[src/rtl/reaction_delay_sched_if.sv]
// rtl/reaction_delay_sched_if.sv - round control, LFSR and result signals of the reaction scheduler
interface reaction_delay_sched_if #(
   parameter int CNT_W = 16
);
   logic             start;
   logic             press;
   logic [3:0]       rand_num;
   logic             lfsr_stop;
   logic             busy;
   logic             fire;
   logic [CNT_W-1:0] result;
   logic             result_valid;
   logic             false_start;
   logic             timeout;

   modport master (
      output start, press, rand_num,
      input  lfsr_stop, busy, fire, result, result_valid, false_start, timeout
   );

   modport slave (
      input  start, press, rand_num,
      output lfsr_stop, busy, fire, result, result_valid, false_start, timeout
   );
endinterface

[src/rtl/reaction_delay_sched.sv]
// rtl/reaction_delay_sched.sv - one reaction-time round: random wait, fire, latency measurement
module reaction_delay_sched #(
   parameter int TICK_DIV      = 100000,
   parameter int MIN_TICKS     = 100,
   parameter int STEP_TICKS    = 50,
   parameter int TIMEOUT_TICKS = 999,
   parameter int CNT_W         = 16
) (
   input  logic                   clk,
   input  logic                   reset,
   reaction_delay_sched_if.slave  bus
);
   localparam int PW = (TICK_DIV > 1) ? $clog2(TICK_DIV) : 1;

   typedef enum logic [2:0] {
      S_IDLE,
      S_CAPTURE,
      S_WAIT,
      S_MEASURE,
      S_DONE
   } state_t;

   state_t           state;
   logic [PW-1:0]    presc;
   logic             tick;
   logic [CNT_W-1:0] countdown;
   logic [CNT_W-1:0] resp;
   logic [3:0]       rand_clamped;
   logic [CNT_W-1:0] wait_load;

   assign tick = (presc == PW'(TICK_DIV - 1));

   // The LFSR nominally yields 0..9; anything above is treated as the longest wait.
   always_comb begin
      rand_clamped = (bus.rand_num > 4'd9) ? 4'd9 : bus.rand_num;
      wait_load    = CNT_W'(MIN_TICKS) + CNT_W'(rand_clamped) * CNT_W'(STEP_TICKS);
   end

   always_ff @(posedge clk) begin
      if (reset) begin
         state            <= S_IDLE;
         presc            <= '0;
         countdown        <= '0;
         resp             <= '0;
         bus.lfsr_stop    <= 1'b0;
         bus.busy         <= 1'b0;
         bus.fire         <= 1'b0;
         bus.result       <= '0;
         bus.result_valid <= 1'b0;
         bus.false_start  <= 1'b0;
         bus.timeout      <= 1'b0;
      end else begin
         bus.result_valid <= 1'b0;

         if (state == S_IDLE || tick) begin
            presc <= '0;
         end else begin
            presc <= presc + 1'b1;
         end

         case (state)
            S_IDLE: begin
               if (bus.start) begin
                  state           <= S_CAPTURE;
                  bus.false_start <= 1'b0;
                  bus.timeout     <= 1'b0;
                  bus.lfsr_stop   <= 1'b1;
                  bus.busy        <= 1'b1;
               end
            end

            // LFSR has been frozen for this cycle, so rand_num is stable to sample.
            S_CAPTURE: begin
               countdown <= wait_load;
               presc     <= '0;
               state     <= S_WAIT;
            end

            S_WAIT: begin
               if (bus.press) begin
                  bus.false_start <= 1'b1;
                  bus.lfsr_stop   <= 1'b0;
                  state           <= S_DONE;
               end else if (countdown == '0) begin
                  bus.fire      <= 1'b1;
                  bus.lfsr_stop <= 1'b0;
                  presc         <= '0;
                  resp          <= '0;
                  state         <= S_MEASURE;
               end else if (tick) begin
                  countdown <= countdown - 1'b1;
               end
            end

            // A press on the timeout cycle still counts as a valid response.
            S_MEASURE: begin
               if (bus.press) begin
                  bus.result       <= resp;
                  bus.result_valid <= 1'b1;
                  bus.fire         <= 1'b0;
                  state            <= S_DONE;
               end else if (resp == CNT_W'(TIMEOUT_TICKS)) begin
                  bus.timeout <= 1'b1;
                  bus.fire    <= 1'b0;
                  state       <= S_DONE;
               end else if (tick) begin
                  resp <= resp + 1'b1;
               end
            end

            S_DONE: begin
               if (!bus.press) begin
                  bus.busy <= 1'b0;
                  state    <= S_IDLE;
               end
            end

            default: begin
               bus.busy      <= 1'b0;
               bus.fire      <= 1'b0;
               bus.lfsr_stop <= 1'b0;
               state         <= S_IDLE;
            end
         endcase
      end
   end
endmodule
[src/flat_wrapper.sv]
// flat-port wrapper written by rule: the top's interface ports become plain ports
module reaction_delay_sched_flat 
#(
   parameter int TICK_DIV      = 100000,
   parameter int MIN_TICKS     = 100,
   parameter int STEP_TICKS    = 50,
   parameter int TIMEOUT_TICKS = 999,
   parameter int CNT_W         = 16
)
  (clk, reset, bus_start, bus_press, bus_rand_num, bus_lfsr_stop, bus_busy, bus_fire, bus_result, bus_result_valid, bus_false_start, bus_timeout);
  reaction_delay_sched_if #(.CNT_W(CNT_W)) bus_i ();
  input  logic clk;
  input  logic reset;
  input wire logic [$bits(bus_i.start)-1:0] bus_start;
  input wire logic [$bits(bus_i.press)-1:0] bus_press;
  input wire logic [$bits(bus_i.rand_num)-1:0] bus_rand_num;
  output wire logic [$bits(bus_i.lfsr_stop)-1:0] bus_lfsr_stop;
  output wire logic [$bits(bus_i.busy)-1:0] bus_busy;
  output wire logic [$bits(bus_i.fire)-1:0] bus_fire;
  output wire logic [$bits(bus_i.result)-1:0] bus_result;
  output wire logic [$bits(bus_i.result_valid)-1:0] bus_result_valid;
  output wire logic [$bits(bus_i.false_start)-1:0] bus_false_start;
  output wire logic [$bits(bus_i.timeout)-1:0] bus_timeout;
  assign bus_i.start = bus_start;
  assign bus_i.press = bus_press;
  assign bus_i.rand_num = bus_rand_num;
  assign bus_lfsr_stop = bus_i.lfsr_stop;
  assign bus_busy = bus_i.busy;
  assign bus_fire = bus_i.fire;
  assign bus_result = bus_i.result;
  assign bus_result_valid = bus_i.result_valid;
  assign bus_false_start = bus_i.false_start;
  assign bus_timeout = bus_i.timeout;
  reaction_delay_sched #(.TICK_DIV(TICK_DIV), .MIN_TICKS(MIN_TICKS), .STEP_TICKS(STEP_TICKS), .TIMEOUT_TICKS(TIMEOUT_TICKS), .CNT_W(CNT_W)) u_core (.clk(clk), .reset(reset), .bus(bus_i));
endmodule
[config.mk]
export PLATFORM = sky130hd
export DESIGN_NAME = reaction_delay_sched_flat
export DESIGN_NICKNAME = d
export VERILOG_FILES = /design/src/rtl/reaction_delay_sched_if.sv /design/src/rtl/reaction_delay_sched.sv /design/src/flat_wrapper.sv
export SDC_FILE = /design/constraint.sdc
export NUM_CORES = 1
export LEC_CHECK = 0
export BUFFER_PORTS_ARGS = -buffer_cell sky130_fd_sc_hd__buf_2
export CAP_MARGIN = 25
export CELL_PAD_IN_SITES_DETAIL_PLACEMENT = 0
export CELL_PAD_IN_SITES_GLOBAL_PLACEMENT = 1
export CORE_ASPECT_RATIO = 0.6
export CORE_MARGIN = 2
export CORE_UTILIZATION = 45
export DETAILED_ROUTE_END_ITERATION = 7
export PLACE_DENSITY_LB_ADDON = 0.08
export RECOVER_POWER = 50
export SETUP_SLACK_MARGIN = 0.1
export SLEW_MARGIN = 20
export SYNTH_ARGS = -nofsm -noshare
export SYNTH_HDL_FRONTEND = slang
export SYNTH_SLANG_ARGS = --single-unit
[constraint.sdc]
create_clock -name clk -period 2.7 [get_ports clk]
set_clock_uncertainty 0.05 [all_clocks]
set_input_delay 0.135 -clock clk [delete_from_list [all_inputs] [get_ports clk]]
set_output_delay 0.135 -clock clk [all_outputs]
set_load 0.01 [all_outputs]
# ---- After elaboration in Yosys (flattened, before gate mapping)
# Cells that the tools add are included.
dict set report totals {
  register_bits 74
  latchBits 0
  ramBits 0
  mem_bits_ro 0
  inputBits 8
  out_inout_bits 22
  elab_cells 100
  mem_count 0
}
dict set report classes {
  add_sub_neg 4
  mul 1
  n_div 0
  magnitude_cmp 1
  eq_ne 19
  n_shift 0
  mux 40
  bitwise_logic 4
  reduce_logical 20
}
# op count
set op_table {}
lappend op_table {{$mux W16} 8}
lappend op_table {{$pmux W16 S2} 2}
lappend op_table {{$mux W17} 3}
lappend op_table {{$pmux W17 S2} 1}
lappend op_table {{$mux W3} 6}
lappend op_table {{$add A17 B1 Y17 const B} 1}
lappend op_table {{$eq A17 B17 Y1 const B} 1}
lappend op_table {{$add A16 B1 Y16 const B} 1}
lappend op_table {{$eq A16 B10 Y1 const B} 1}
lappend op_table {{$logic_not A16 Y1} 1}
lappend op_table {{$reduce_and A4 Y1} 4}
lappend op_table {{$sub A16 B1 Y16 const B} 1}
lappend op_table {{$pmux W3 S5} 1}
lappend op_table {{$ne A2 B2 Y1 const B} 7}
lappend op_table {{$mux W1} 13}
lappend op_table {{$add A7 B10 Y11 const A} 1}
lappend op_table {{$mul A4 B5 Y9 const B} 1}
lappend op_table {{$pmux W1 S3} 3}
lappend op_table {{$reduce_and A3 Y1} 3}
lappend op_table {{$reduce_or A3 Y1} 3}
lappend op_table {{$ne A2 B1 Y1 const B} 4}
lappend op_table {{$reduce_bool A2 Y1} 4}
lappend op_table {{$eq A3 B2 Y1 const B} 2}
lappend op_table {{$ne A3 B2 Y1 const B} 2}
lappend op_table {{other kinds (11)} 15}

# ---- Logic depth before layout (Yosys ltp)
dict set report depth {
  word_depth 6
  ltp_mapped 10
  mapped_depth_nobuf 10
}

# ---- Worst setup path after synthesis
# Ideal clock, no wire load.
dict set report synth_timing {
  path_kind {input to register}
  startpoint {input bus_rand_num[2]}
  endpoint {register u_core.countdown[9]}
  setup_time_ns 0.087
  arrival_time_ns 2.171
  t_required_ns 2.563
  slack_ns 0.392
  path_stages 10
  path_cell_list {o21ai_0 nand2b_1 ha_1 ha_1 fa_1 xnor2_1 a21oi_1 nand2_1 mux2_2 o31ai_1}
}
dict set report synth_between {
  elab_chain_cells 5
}
# item line_no
set synth_lines {}
lappend synth_lines {{from (decl)} flat_wrapper.sv:16} ;# input wire logic [$bits(bus_i.rand_num)-1:0] bus_rand_num;
lappend synth_lines {{$gt A4 B4 Y1} reaction_delay_sched.sv:35} ;# rand_clamped = (bus.rand_num > 4'd9) ? 4'd9 : bus.rand_num;
lappend synth_lines {{$mux W4 *} reaction_delay_sched.sv:35}
lappend synth_lines {{$mul A4 B5 Y9 *} reaction_delay_sched.sv:36} ;# wait_load = CNT_W'(MIN_TICKS) + CNT_W'(rand_clamped) * CNT_W'(STEP_TICKS);
lappend synth_lines {{$add A7 B10 Y11 *} reaction_delay_sched.sv:36}
lappend synth_lines {{$pmux W16 S2 *} reaction_delay_sched.sv:61} ;# case (state)
lappend synth_lines {{to (signal assigned)} reaction_delay_sched.sv:74} ;# countdown <= wait_load;
lappend synth_lines {{to (signal assigned)} reaction_delay_sched.sv:91} ;# countdown <= countdown - 1'b1;
lappend synth_lines {{to (decl)} reaction_delay_sched.sv:26} ;# logic [CNT_W-1:0] countdown;
# Every way passes the cells marked *; elsewhere a longest branch is shown, timed or not.
# A chain may end at the register's enable or synchronous reset.

# ---- Worst setup path in the final report
dict set report layout_timing {
  startpoint {register u_core.resp[4]}
  endpoint {register u_core.resp[9]}
}
dict set report layout_between {
  elab_chain_cells 5
  elab_cells_between_ends 8
  classes_between {add/sub (1); eq/ne (2); mux (4); reduce/logical (1)}
}
# item line_no
set layout_lines {}
lappend layout_lines {{from (decl)} reaction_delay_sched.sv:27} ;# logic [CNT_W-1:0] resp;
lappend layout_lines {{from (signal assigned)} reaction_delay_sched.sv:107} ;# resp <= resp + 1'b1;
lappend layout_lines {{$add A16 B1 Y16} reaction_delay_sched.sv:107}
lappend layout_lines {{$mux W16} reaction_delay_sched.sv:106} ;# end else if (tick) begin
lappend layout_lines {{$mux W16} reaction_delay_sched.sv:102} ;# end else if (resp == CNT_W'(TIMEOUT_TICKS)) begin
lappend layout_lines {{$mux W16} reaction_delay_sched.sv:97} ;# if (bus.press) begin
lappend layout_lines {{$pmux W16 S2} reaction_delay_sched.sv:61}
# Parallel ways exist; a longest one is shown, timed or not. The select of a mux whose other input is x is not followed.

==> flow_summary.toml <==
[run_status]
status = "complete, no violations"

[floorplan]
io_pins = 30
chipHeight_um = 77.6
dieArea_um2 = 9820
die_width_um = 127
coreArea_um2 = 8620
num_rows = 26
start_util_pct = 47.1

[detailed_routing]
ant_nets = 0
viasPerCell = 5.93
route.detailed.drc = 0
wirelength_um = 10300
via_count = 3822
dr.pass1.iters = 4
wire_per_inst_um = 16.1
drt_iter0_drc = 241

[layout]
area_delta_synth_final_pct = 14.8
final-instance-count-excl-fill = 644
fillerInstances = 824
diodes = 0
drive_gt1_share_pct = 12.6
final_nets = 546

[global_routing]
grt_pass1_wl_um = 17300
grt_usage_pct = 22.0
grt_pass1_vias = 3378
antenna_found_initial = 0
grt_max_degree = 33
grt-ovfl-total = 0

[logic_synthesis]
synth-seq-area-share_pct = 36.5
synth_edf_count = 0
synth_top_area_share_pct = 36.5
ys_warn_count = 0
synthXorXnorAreaFrac_pct = 4.96
synth_simple_gate_area_share_pct = 28.7
syn-num-nets = 513
synthMuxAreaShare_pct = 0.524
avgSynthCellArea_um2 = 8.22
netlist_top_cells_area = "dfxtp_1 (36%), a21oi_1 (5.5%), nand2_1 (5.2%), nor2_1 (4.0%), ha_1 (3.1%)"
syn_inst = 494
synth_fa_ha_area_share_pct = 3.58
synth_compound_area_share_pct = 20.7
yosysTopAreaCell = "dfxtp_1"
ys.flop_type = "dfxtp_1"
synth-seq-cells = 74
ys_types = 69
synth_top_family_by_area = "simple AND/OR/NAND/NOR gates"
async_flop_share_pct = 0
synth_area_um2 = 4060

[worst_setup_path]
cp-startpoint = "u_core.resp[4]$_SDFFE_PP0P_"
worst_r2r_path_depth = 5
worstSetupStartpointType = "flop"
worstReg2RegEnd = "u_core.resp[9]$_SDFFE_PP0P_"
critPathArrivalTime_ns = 2.58
cp_max_fo = 32
path_class = "reg -> reg"
crit_required_ns = 2.88
crit_path_end_kind = "flop"
r2r_start = "u_core.resp[4]$_SDFFE_PP0P_"
regToRegSetupSlack_ns = 0.30
crit_end = "u_core.resp[9]$_SDFFE_PP0P_"

[clock_network]
cts.sinks = 74
cts.clk_slew.worst_paths_ns = 0.06
cts_buffers = 9
htree_levels = 3
root_buffer = "clkbuf_16"
clk_latency_ns = 0.34
cts_tree = "yes"
cts_resized = 0
postCtsSetupBuffers = 0
cts_buffer_depth = 2

[sta]
max-slew-margin-rel_pct = 53.7
setup_viol = 0
layout_setup_ws_ns = 0.300
tightest_slew_ns = 0.686
rsz0062_at_grt = "no"
final_max_slew_viol_count = 0
hold_viol_final = 0
setup-tns-final_ns = 0
timing.fmax_ghz = 0.417
min_period_ns = 2.40
period_share_pct = 88.9

[run]
maxCapViolCount = 0

[power_and_ir_drop]
power_density_nw_per_um2 = 749
leakagePower_nw = 1.59
vdd.ir_drop.worst_mv = 0.445

[place]
hpwl_um = 7480
port_buffers = 29
place.gp.congestion = 0.884
post-place-ws_ns = 0.0693
dpl.cell_count = 627

[hold_path]
min_path_type = "in -> reg"
==> cells in the final DEF, fill, tap and decap left out, drive strengths merged, types with 9 or more instances in the layout <==
cell type	synthesis	layout
clkbuf	18	36
nor3	11	11
and3	9	9
nor4	11	11
nand4	9	9
inv	12	13
nand3	25	25
xor2	14	14
nor2	44	44
or3	10	10
xnor2	9	9
or4	11	11
o31ai	14	14
buf	15	29
ha	10	10
o21ai	16	16
a21oi	46	46
nand2	56	56
dfxtp	74	74
==> how the worst min path moves through the flow <==
stage	slack [ns]	end	depth (start not counted)	start
final	0.16	u_core.bus.false_start$_SDFFE_PP0P_	3	bus_press
after global routing	0.17	u_core.bus.false_start$_SDFFE_PP0P_	3	bus_press
after CTS	0.16	u_core.state[2]$_SDFFE_PP0P_	2	reset
after detailed placement	0.33	u_core.bus.false_start$_SDFFE_PP0P_	2	bus_start
after global placement	0.31	u_core.bus.false_start$_SDFFE_PP0P_	2	bus_start
after floorplan	0.18	u_core.bus.false_start$_SDFFE_PP0P_	1	bus_start
==> layout make-up <==
type | count | area [um2] | area share, %
multi-input cells | 375 | 2380 | 51.1
clock inverters | 5 | 62.6 | 1.34
repair buffers | 55 | 304 | 6.53
flip-flops and latches | 74 | 1480 | 31.8
clock buffers | 11 | 243 | 5.21
inverters | 12 | 45.0 | 0.967
well taps | 112 | 140 | 3.01
==> registers in the layout, summed over array words and instances, names as in the netlist <==
register,count
u_core.bus.lfsr_stop,1
u_core.resp,16
u_core.bus.result,16
u_core.bus.fire,1
u_core.bus.result_valid,1
u_core.countdown,16
u_core.bus.false_start,1
u_core.state,3
u_core.bus.timeout,1
u_core.presc,17
u_core.bus.busy,1
==> stage by stage <==
step / hold WS (ns) / area (um2) / utilization [%] / total power [mW]
CTS: 0.156 / 4690 / 54.4 / 3.50
floorplan: 0.182 / 4060 / - / 1.98
global placement: 0.314 / 4380 / 50.8 / 2.28
detailed placement: 0.326 / 4380 / 50.8 / 2.28
finish: 0.161 / 4660 / 54.0 / 3.49
global route: 0.173 / 4660 / 54.0 / 3.68
==> per-layer routing <==
metal  routed length (um)  global-route usage, %
met4                  123                   6.04
met2                 3940                   29.2
met3                  789                   6.34
met5                    0                      0
met1                 5490                   34.0
==> cells in the mapped netlist (all sizes together) (2+ instances only) <==
cell type and number:
o41ai 2, or4 11, xnor2 9, o31ai 14, a32oi 2, nand2 56, nor2 44, a21oi 46
ha 10, o21ai 16, a31oi 5, dfxtp 74, inv 12, nor4b 2, o2bb2ai 2, nand3 25
nand3b 2, nand2b 3, o211ai 4, o311ai 2, buf 15, nand4 9, o2111ai 7, or3b 2
clkbuf 18, nor2b 4, o31a 4, or2 2, a211oi 3, or3 10, nor4 11, nor3b 3
o32ai 2, nor3 11, xor2 14, and3 9, o22ai 4, and4 5, o21a 5
==> power breakdown <==
| part | switching, mW | internal [mW] | total (mW) |
|---|---|---|---|
| sequential | 0.0793 | 1.16 | 1.24 |
| combinational | 0.655 | 0.379 | 1.03 |
| clock | 0.471 | 0.745 | 1.22 |
| total | 1.20 | 2.28 | 3.49 |
==> cell families (layout without fill, tap and decap cells) <==
logic type / Yosys count / after routing
xor gates and xnor gates: 23 / 23
buffers and inverters: 45 / 83
adders and majority gates: 11 / 11
DFF: 74 / 74
and+or+nand+nor: 214 / 214
AOI/OAI and AO/OA: 125 / 125
muxes: 2 / 2
==> worst max-delay path, stage by stage (launching register included) <==
cell	delay (ns)
dfxtp_1	0.37
or4_1	0.62
nor4_4	0.38
o21a_2	0.54
nor4_1	0.12
o21a_1	0.19
==> what timing repair did <==
item,CTS,global route
endpoints found under the setup margin,0,0
endpoints found under the hold margin,1,0
hold buffers,1,0
No activity file was read; power rests on OpenSTA's default activity.
